`config.mk`:
```
export PLATFORM = sky130hd
export DESIGN_NAME = mag_cook_ctrl
export DESIGN_NICKNAME = d
export VERILOG_FILES = /design/src/rtl/mag_cook_ctrl_pkg.sv /design/src/rtl/mag_cook_ctrl_tick.sv /design/src/rtl/mag_cook_ctrl.sv
export SDC_FILE = /design/constraint.sdc
export NUM_CORES = 1
export LEC_CHECK = 0
export ABC_AREA = 1
export ABC_CLOCK_PERIOD_IN_PS = 3800
export CORE_ASPECT_RATIO = 0.7
export CORE_UTILIZATION = 50
export CTS_CLUSTER_SIZE = 24
export DETAILED_ROUTE_END_ITERATION = 7
export PLACE_DENSITY = 0.74
export REMOVE_ABC_BUFFERS = 1
export SKIP_LAST_GASP = 1
export SLEW_MARGIN = 20
export SYNTH_ARGS = -nofsm -noshare
export SYNTH_HDL_FRONTEND = slang
export SYNTH_HIERARCHICAL = 1
export SYNTH_SLANG_ARGS = --single-unit
export TNS_END_PERCENT = 10
```
`constraint.sdc`:
```
create_clock -name clk -period 3.8 [get_ports clk]
set_input_delay 0.95 -clock clk [delete_from_list [all_inputs] [get_ports clk]]
set_output_delay 0.95 -clock clk [all_outputs]
set_load 0.005 [all_outputs]
```
`src/rtl/mag_cook_ctrl_pkg.sv`:
```
// Shared definitions for the magnetron cook controller.
// State encodings are visible on the state output.
package mag_cook_ctrl_pkg;

    typedef enum logic [1:0] {
        ST_IDLE  = 2'd0,
        ST_COOK  = 2'd1,
        ST_PAUSE = 2'd2,
        ST_DONE  = 2'd3
    } mag_state_t;

    localparam logic [1:0] MAG_IDLE  = 2'd0;
    localparam logic [1:0] MAG_COOK  = 2'd1;
    localparam logic [1:0] MAG_PAUSE = 2'd2;
    localparam logic [1:0] MAG_DONE  = 2'd3;

endpackage

```
`src/rtl/mag_cook_ctrl_tick.sv`:
```
// One-second prescaler for the cook timer.
// Counts only while enabled; holds its phase otherwise.
module mag_tick_gen #(
    parameter int TICK_DIV = 1000
) (
    input  logic clk,
    input  logic rst,
    input  logic en,
    input  logic load,
    output logic tick
);

    localparam int CW = (TICK_DIV > 1) ? $clog2(TICK_DIV) : 1;
    localparam logic [CW-1:0] CMAX = CW'(TICK_DIV - 1);

    logic [CW-1:0] cnt;

    // Prescaler: load restarts the second, en advances it.
    always_ff @(posedge clk or posedge rst) begin
        if (rst) begin
            cnt <= '0;
        end else if (load) begin
            cnt <= '0;
        end else if (en) begin
            cnt <= (cnt == CMAX) ? '0 : cnt + 1'b1;
        end
    end

    assign tick = en & (cnt == CMAX);

endmodule

```
`src/rtl/mag_cook_ctrl.sv`:
```
// Magnetron cook controller: countdown timer,
// slot-based power duty cycle, pause/resume and door interlock.
module mag_cook_ctrl
    import mag_cook_ctrl_pkg::*;
#(
    parameter int TIME_W     = 8,
    parameter int TICK_DIV   = 1000,
    parameter int PWR_LEVELS = 4,
    parameter int PWR_W      = $clog2(PWR_LEVELS)
) (
    input  logic              clk,
    input  logic              rst,
    input  logic              startn,
    input  logic              stopn,
    input  logic              clearn,
    input  logic              door_closed,
    input  logic [TIME_W-1:0] time_in,
    input  logic [PWR_W-1:0]  power_in,
    output logic              mag_on,
    output logic [TIME_W-1:0] remaining,
    output logic [1:0]        state,
    output logic              done
);

    localparam logic [PWR_W-1:0] SLOT_MAX = PWR_W'(PWR_LEVELS - 1);

    mag_state_t       cur;
    mag_state_t       nxt;
    logic [PWR_W-1:0] pwr;
    logic [PWR_W-1:0] slot;
    logic             start_ok;
    logic             run;
    logic             load;
    logic             clr;
    logic             tick;

    assign start_ok = ~startn & door_closed & (time_in != '0);

    mag_tick_gen #(
        .TICK_DIV (TICK_DIV)
    ) u_tick (
        .clk  (clk),
        .rst  (rst),
        .en   (run),
        .load (load),
        .tick (tick)
    );

    // State register.
    always_ff @(posedge clk or posedge rst) begin
        if (rst) begin
            cur <= ST_IDLE;
        end else begin
            cur <= nxt;
        end
    end

    // Next state; in COOK clear beats door/stop, which beat the tick.
    always_comb begin
        nxt = cur;
        case (cur)
            ST_IDLE: begin
                if (start_ok) nxt = ST_COOK;
            end
            ST_COOK: begin
                if (!clearn) begin
                    nxt = ST_IDLE;
                end else if (!door_closed || !stopn) begin
                    nxt = ST_PAUSE;
                end else if (tick && remaining == TIME_W'(1)) begin
                    nxt = ST_DONE;
                end
            end
            ST_PAUSE: begin
                if (!clearn) begin
                    nxt = ST_IDLE;
                end else if (!startn && stopn && door_closed) begin
                    nxt = ST_COOK;
                end
            end
            ST_DONE: begin
                if (!clearn || !door_closed || !startn) nxt = ST_IDLE;
            end
            default: nxt = ST_IDLE;
        endcase
    end

    // Outputs and datapath controls; door gates mag_on without latency.
    always_comb begin
        run    = (cur == ST_COOK) & clearn & door_closed & stopn;
        load   = (cur == ST_IDLE) & start_ok;
        clr    = ((cur == ST_COOK) | (cur == ST_PAUSE)) & ~clearn;
        done   = (cur == ST_DONE);
        mag_on = (cur == ST_COOK) & door_closed & (slot <= pwr);
    end

    // Remaining seconds, power setting and duty slot.
    always_ff @(posedge clk or posedge rst) begin
        if (rst) begin
            remaining <= '0;
            pwr       <= '0;
            slot      <= '0;
        end else if (load) begin
            remaining <= time_in;
            pwr       <= power_in;
            slot      <= '0;
        end else if (clr) begin
            remaining <= '0;
        end else if (tick) begin
            if (remaining <= TIME_W'(1)) begin
                remaining <= '0;
            end else begin
                remaining <= remaining - 1'b1;
            end
            slot <= (slot == SLOT_MAX) ? '0 : slot + 1'b1;
        end
    end

    assign state = cur;

endmodule

```
==> flow_summary.yaml, run 1 <==
cells_and_area:
  final_nets: 335
  drive_above_1_share_pct: 9.80
  syn_to_final_growth_pct: 17.9
  n_antenna_cell: 0
logic_synthesis:
  synth_area_leaders: "dfrtp_1, nand2_1, inv_1"
  avgSynthCellArea_sq_um: 6.99
  synth.cell_area_sq_um: 1940
  synth_warnings: 6
  synth_area_leader_cell: "dfrtp_1"
  synth.distinct_cells: 30
  ys_ff_latch: 24
  syn_inst: 277
  yosysSeqAreaShare_pct: 31.0
  synth_most_common_cell: "nand2_1"
  synth_top_area_share_pct: 31.0
  postSynth.asyncResetShare_pct: 100
  synth-edff-count: 0
  synth-main-ff-cell: "dfrtp_1"
  synthTopCellsByCount: "nand2_1, inv_1, nor2_1"
critical_path:
  end_kind: "output pin"
  cp_data_required_time_ns: 2.85
  reg2reg_to: "u_tick/cnt[7]"
  r2r_cells: 9
  worst-r2r-setup-slack_ns: 1.89
  r2r-start: "state[0]"
  arrival_ns: 2.23
  crit_type: "in -> out"
  worstSetupStartpointType: "input pin"
  cp_max_fo: 4
route:
  viasPerCell: 4.67
  route.detailed.drc: 0
  via_count: 1663
  dr.pass1.iters: 5
  first_iter_violations: 108
  ant_nets: 0
  routed_wl_microns: 3790
  post_drt_wl_per_cell_microns: 10.6
cts:
  root_buffer: "clkbuf_8"
  cts_tree: "done"
  cts_resized: 0
  cts_buffers: 3
  ctsHoldBuffers: 0
  clk_pin_slew_ns: 0.08
  cts.sinks: 24
  clk_latency_ns: 0.26
  post_cts_buffers: 0
  htreeDepth: 1
  ctsLongestPathBuffers: 2
grt:
  grt_max_degree: 15
  antenna_found_initial: 0
  grt_pass1_wl_microns: 6420
  grt_pass1_vias: 1423
  grt.total_usage_pct: 19.9
  grt-ovfl-total: 0
timing:
  post-route-min-period_ns: 3.18
  worst_pin_slew_ns: 0.597
  period_share_pct: 83.7
  setup_tns_ns: 0
  slew_viol_final: 0
  setup-violations-final: 0
  whs_ns: 0.497
  max-slew-margin-rel_pct: 60.1
  finClkSkew_ns: 0.00329
  rsz0062_at_grt: "no"
  fmax_ghz: 0.314
  finalHoldViolations: 0
floorplanning:
  die_x_microns: 76.4
  die-area_sq_um: 4130
  pin_count: 28
  die_h_microns: 54.1
  core-area_sq_um: 3600
  std_cell_rows: 18
  start_util_pct: 53.7
hold_path:
  hold_depth: 2
  min_from: "pwr[0]"
  hp-class: "reg -> reg"
  holdPathEnd: "pwr[0]"
power:
  power_uw: 1300
  pwr_density_cell_nw_per_um2: 569
  p_leak_uw: 0.00120
  ir_drop_mv: 0.361
place:
  gp_congestion: 0.810
  dp_hpwl_microns: 3010
  portBuffers: 27
status:
  status: "completed"
job:
  maxCapViolations: 0
==> critical path, stage by stage <==
cell and delay, ns:
clkdlybuf4s50_1 0.54, nand2_1 0.08, a21oi_1 0.14, clkdlybuf4s50_1 0.51
==> state kept, by name (all words and copies together) (netlist names) <==
register    cells
u_tick/cnt     10
state           2
remaining       8
pwr             2
slot            2
==> kinds of logic (layout without fill, tap and decap cells) <==
family	after synthesis	after routing	synth area share, %
AND/OR/NAND/NOR	175	175	44.9
buffers and inverters	49	78	11.3
flip-flops	24	24	31.0
adder cells (fa/ha/maj)	11	11	7.11
AO/OA/AOI/OAI	15	15	4.33
XOR/XNOR	3	3	1.36
==> worst max path at each step <==
stage / slack [ns] / depth (start not counted) / to / startpoint
4_1_cts: 0.61 / 4 / mag_on / door_closed
6_report: 0.62 / 4 / mag_on / door_closed
3_3_place_gp: 0.62 / 4 / mag_on / door_closed
5_1_grt: 0.53 / 4 / mag_on / door_closed
3_5_place_dp: 0.61 / 4 / mag_on / door_closed
2_1_floorplan: 1.67 / 9 / remaining[2] / door_closed
==> metal layers <==
metal  vias up  wire (microns)  global-route usage (%)
li1        918               -                       -
met1       715            2160                    28.9
met2        26            1490                    30.2
met3         4             108                    4.41
met4         0              27                    3.85
met5         -               0                       0
==> metrics by stage <==
| step | setup WS [ns] | cell area, sq um | std cells | utilization [%] |
|---|---|---|---|---|
| floorplan | 1.67 | 1900 | 275 | - |
| global placement | 0.624 | 2240 | 353 | 62.2 |
| detailed placement | 0.609 | 2240 | 353 | 62.2 |
| CTS | 0.607 | 2280 | 356 | 63.3 |
| global route | 0.531 | 2280 | 356 | 63.3 |
| finish | 0.620 | 2280 | 356 | 63.3 |
==> power breakdown <==
group	internal (uW)	switching [uW]
logic	330	402
registers	329	89.0
clock network	70.8	77.4
==> cells in the final DEF (no fill, tap or decap), types with 2 or more instances in the layout <==
master / n
clkbuf_8: 3
o21ai_1: 2
nand2_2: 3
nand3_1: 20
nand3_4: 2
nand2_4: 2
o21ai_0: 6
nor3_2: 2
inv_2: 3
nor2_2: 2
a21oi_1: 4
inv_1: 42
nand4_1: 9
nand2_1: 83
o21bai_1: 2
clkdlybuf4s50_1: 27
xor2_1: 2
nor2_4: 6
nand3_2: 2
dfrtp_1: 24
nor2_1: 39
ha_1: 11
nor3_1: 2
==> cell type report <==
| class | count | area (sq um) |
|---|---|---|
| Fill cell | 344 | 1320 |
| Multi-Input combinational cell | 204 | 1120 |
| Sequential cell | 24 | 601 |
| Timing Repair Buffer | 28 | 278 |
| Inverter | 47 | 184 |
| Tap cell | 50 | 62.6 |
| Clock buffer | 3 | 41.3 |
Power figures use the tool's default switching activity.
==> run 2, diff against run 1 <==
--- a/config.mk
+++ b/config.mk
@@ -6,7 +6,7 @@
 export NUM_CORES = 1
 export LEC_CHECK = 0
 export ABC_AREA = 1
-export ABC_CLOCK_PERIOD_IN_PS = 3800
+export ABC_CLOCK_PERIOD_IN_PS = 3000
 export CORE_ASPECT_RATIO = 0.7
 export CORE_UTILIZATION = 50
 export CTS_CLUSTER_SIZE = 24
==> constraint.sdc (replaced) <==
create_clock -name clk -period 3 [get_ports clk]
set_input_delay 0.75 -clock clk [delete_from_list [all_inputs] [get_ports clk]]
set_output_delay 0.75 -clock clk [all_outputs]
set_load 0.005 [all_outputs]
==> flow_summary.yaml, run 2 (synthesis results as in run 1) <==
status:
  status: "completed"
cells_and_area:
  final_nets: 335
  n_antenna_cell: 0
  regMostFlops: "u_tick/cnt"
  final_cell_mix: "nand2_1, inv_1, nor2_1, clkdlybuf4s50_1, dfrtp_1"
  largest_reg_flops: 10
  syn_to_final_growth_pct: 17.9
  layout_commonest_cell: "nand2_1"
  reg_top3: "u_tick/cnt (10), remaining (8)"
  fin_area_sq_um: 2280
  drive_above_1_share_pct: 9.80
floorplanning:
  core-area_sq_um: 3600
  die-area_sq_um: 4130
  die_x_microns: 76.4
  start_util_pct: 53.7
  pin_count: 28
  die_h_microns: 54.1
  std_cell_rows: 18
critical_path:
  worstSetupStartpointType: "input pin"
  worst-r2r-setup-slack_ns: 1.11
  reg2reg_to: "u_tick/cnt[9]"
  crit_start: "door_closed"
  cp_data_required_time_ns: 2.25
  cp_max_fo: 4
  end_kind: "output pin"
  crit_type: "in -> out"
  cp_common_cell: "clkdlybuf4s50_1"
  cp_cell_sequence: "clkdlybuf4s50_1 -> nand2_1 -> a21oi_1 -> clkdlybuf4s50_1"
  r2r-start: "state[0]"
  critPathBufInv: 2
  max_stage_delay_ns: 0.53
  path_delay_family: "buffers and inverters"
  slowest_stage: "clkdlybuf4s50_1"
  r2r_cells: 9
  arrival_ns: 2.03
job:
  maxCapViolations: 0
grt:
  grt_max_degree: 15
  grt-ovfl-total: 0
  grt_pass1_vias: 1535
  grt.total_usage_pct: 21.4
  antenna_found_initial: 0
  grt_pass1_wl_microns: 6870
hold_path:
  min_from: "pwr[0]"
  hp-class: "reg -> reg"
  holdPathEnd: "pwr[0]"
  hold_depth: 2
power:
  p_leak_uw: 0.00120
  pwr_density_cell_nw_per_um2: 729
  ir_drop_mv: 0.500
route:
  ant_nets: 0
  post_drt_wl_per_cell_microns: 11.4
  routed_wl_microns: 4040
  route.detailed.drc: 0
  via_count: 1740
  first_iter_violations: 71
  dr.pass1.iters: 4
  viasPerCell: 4.89
place:
  dp_hpwl_microns: 3150
  portBuffers: 27
  post_dp_cell_area_sq_um: 2240
  gp_congestion: 0.822
cts:
  htreeDepth: 1
  ctsLongestPathBuffers: 2
  cts_resized: 0
  cts_buffers: 3
  clk_pin_slew_ns: 0.08
  cts_tree: "done"
  cts.sinks: 24
  ctsHoldBuffers: 0
  clk_latency_ns: 0.27
  root_buffer: "clkbuf_8"
  post_cts_buffers: 0
timing:
  post-route-min-period_ns: 2.78
  worst_pin_slew_ns: 0.604
  fmax_ghz: 0.360
  finalHoldViolations: 0
  period_share_pct: 92.7
  whs_ns: 0.500
  max-slew-margin-rel_pct: 59.7
  slew_viol_final: 0
  finClkSkew_ns: 0.00552
  rsz0062_at_grt: "no"
  setup-violations-final: 0
  setup_tns_ns: 0
==> run 2: power breakdown <==
group          internal, uW  leakage (uW)  switching [uW]  total (uW)
Clock                  90.1     0.0000216             107         197
Combinational           418      0.000863             516         934
Sequential              417      0.000312             117         534
==> run 2: worst max-delay path by stage <==
| stage | endpoint | depth (start not counted) | slack (ns) |
|---|---|---|---|
| floorplan | remaining[2] | 9 | 1.07 |
| global placement | mag_on | 4 | 0.21 |
| detailed placement | mag_on | 4 | 0.21 |
| CTS | mag_on | 4 | 0.21 |
| global route | mag_on | 4 | 0.12 |
| finish | mag_on | 4 | 0.22 |
==> run 2: area by class of cell <==
type                       count  area (sq um)
clock buffer                   3          41.3
fill                         345          1320
inverter                      47           184
multi-input combinational    204          1120
sequential                    24           601
tap                           50          62.6
timing repair buffer          28           278
==> run 2: per-stage QoR <==
stage               utilization, %  setup WS [ns]  power (uW)  cells
floorplan                        -           1.07        1170    275
global placement              62.2          0.209        1460    353
detailed placement            62.2          0.210        1470    353
CTS                           63.3          0.208        1680    356
global route                  63.3          0.125        1830    356
finish                        63.3          0.219        1660    356
==> run 2: tightest hold or removal path, stage by stage, from the launching register on <==
cell	delay, ns
dfrtp_1	0.36
nand2_1	0.05
nand2_1	0.06
==> run 2: routing by layer <==
metal	vias up	routed length, microns	track usage, %
met5	-	0	0
met4	0	21	4.49
met3	3	178	4.41
met2	37	1700	35.0
met1	782	2140	29.7
li1	918	-	-
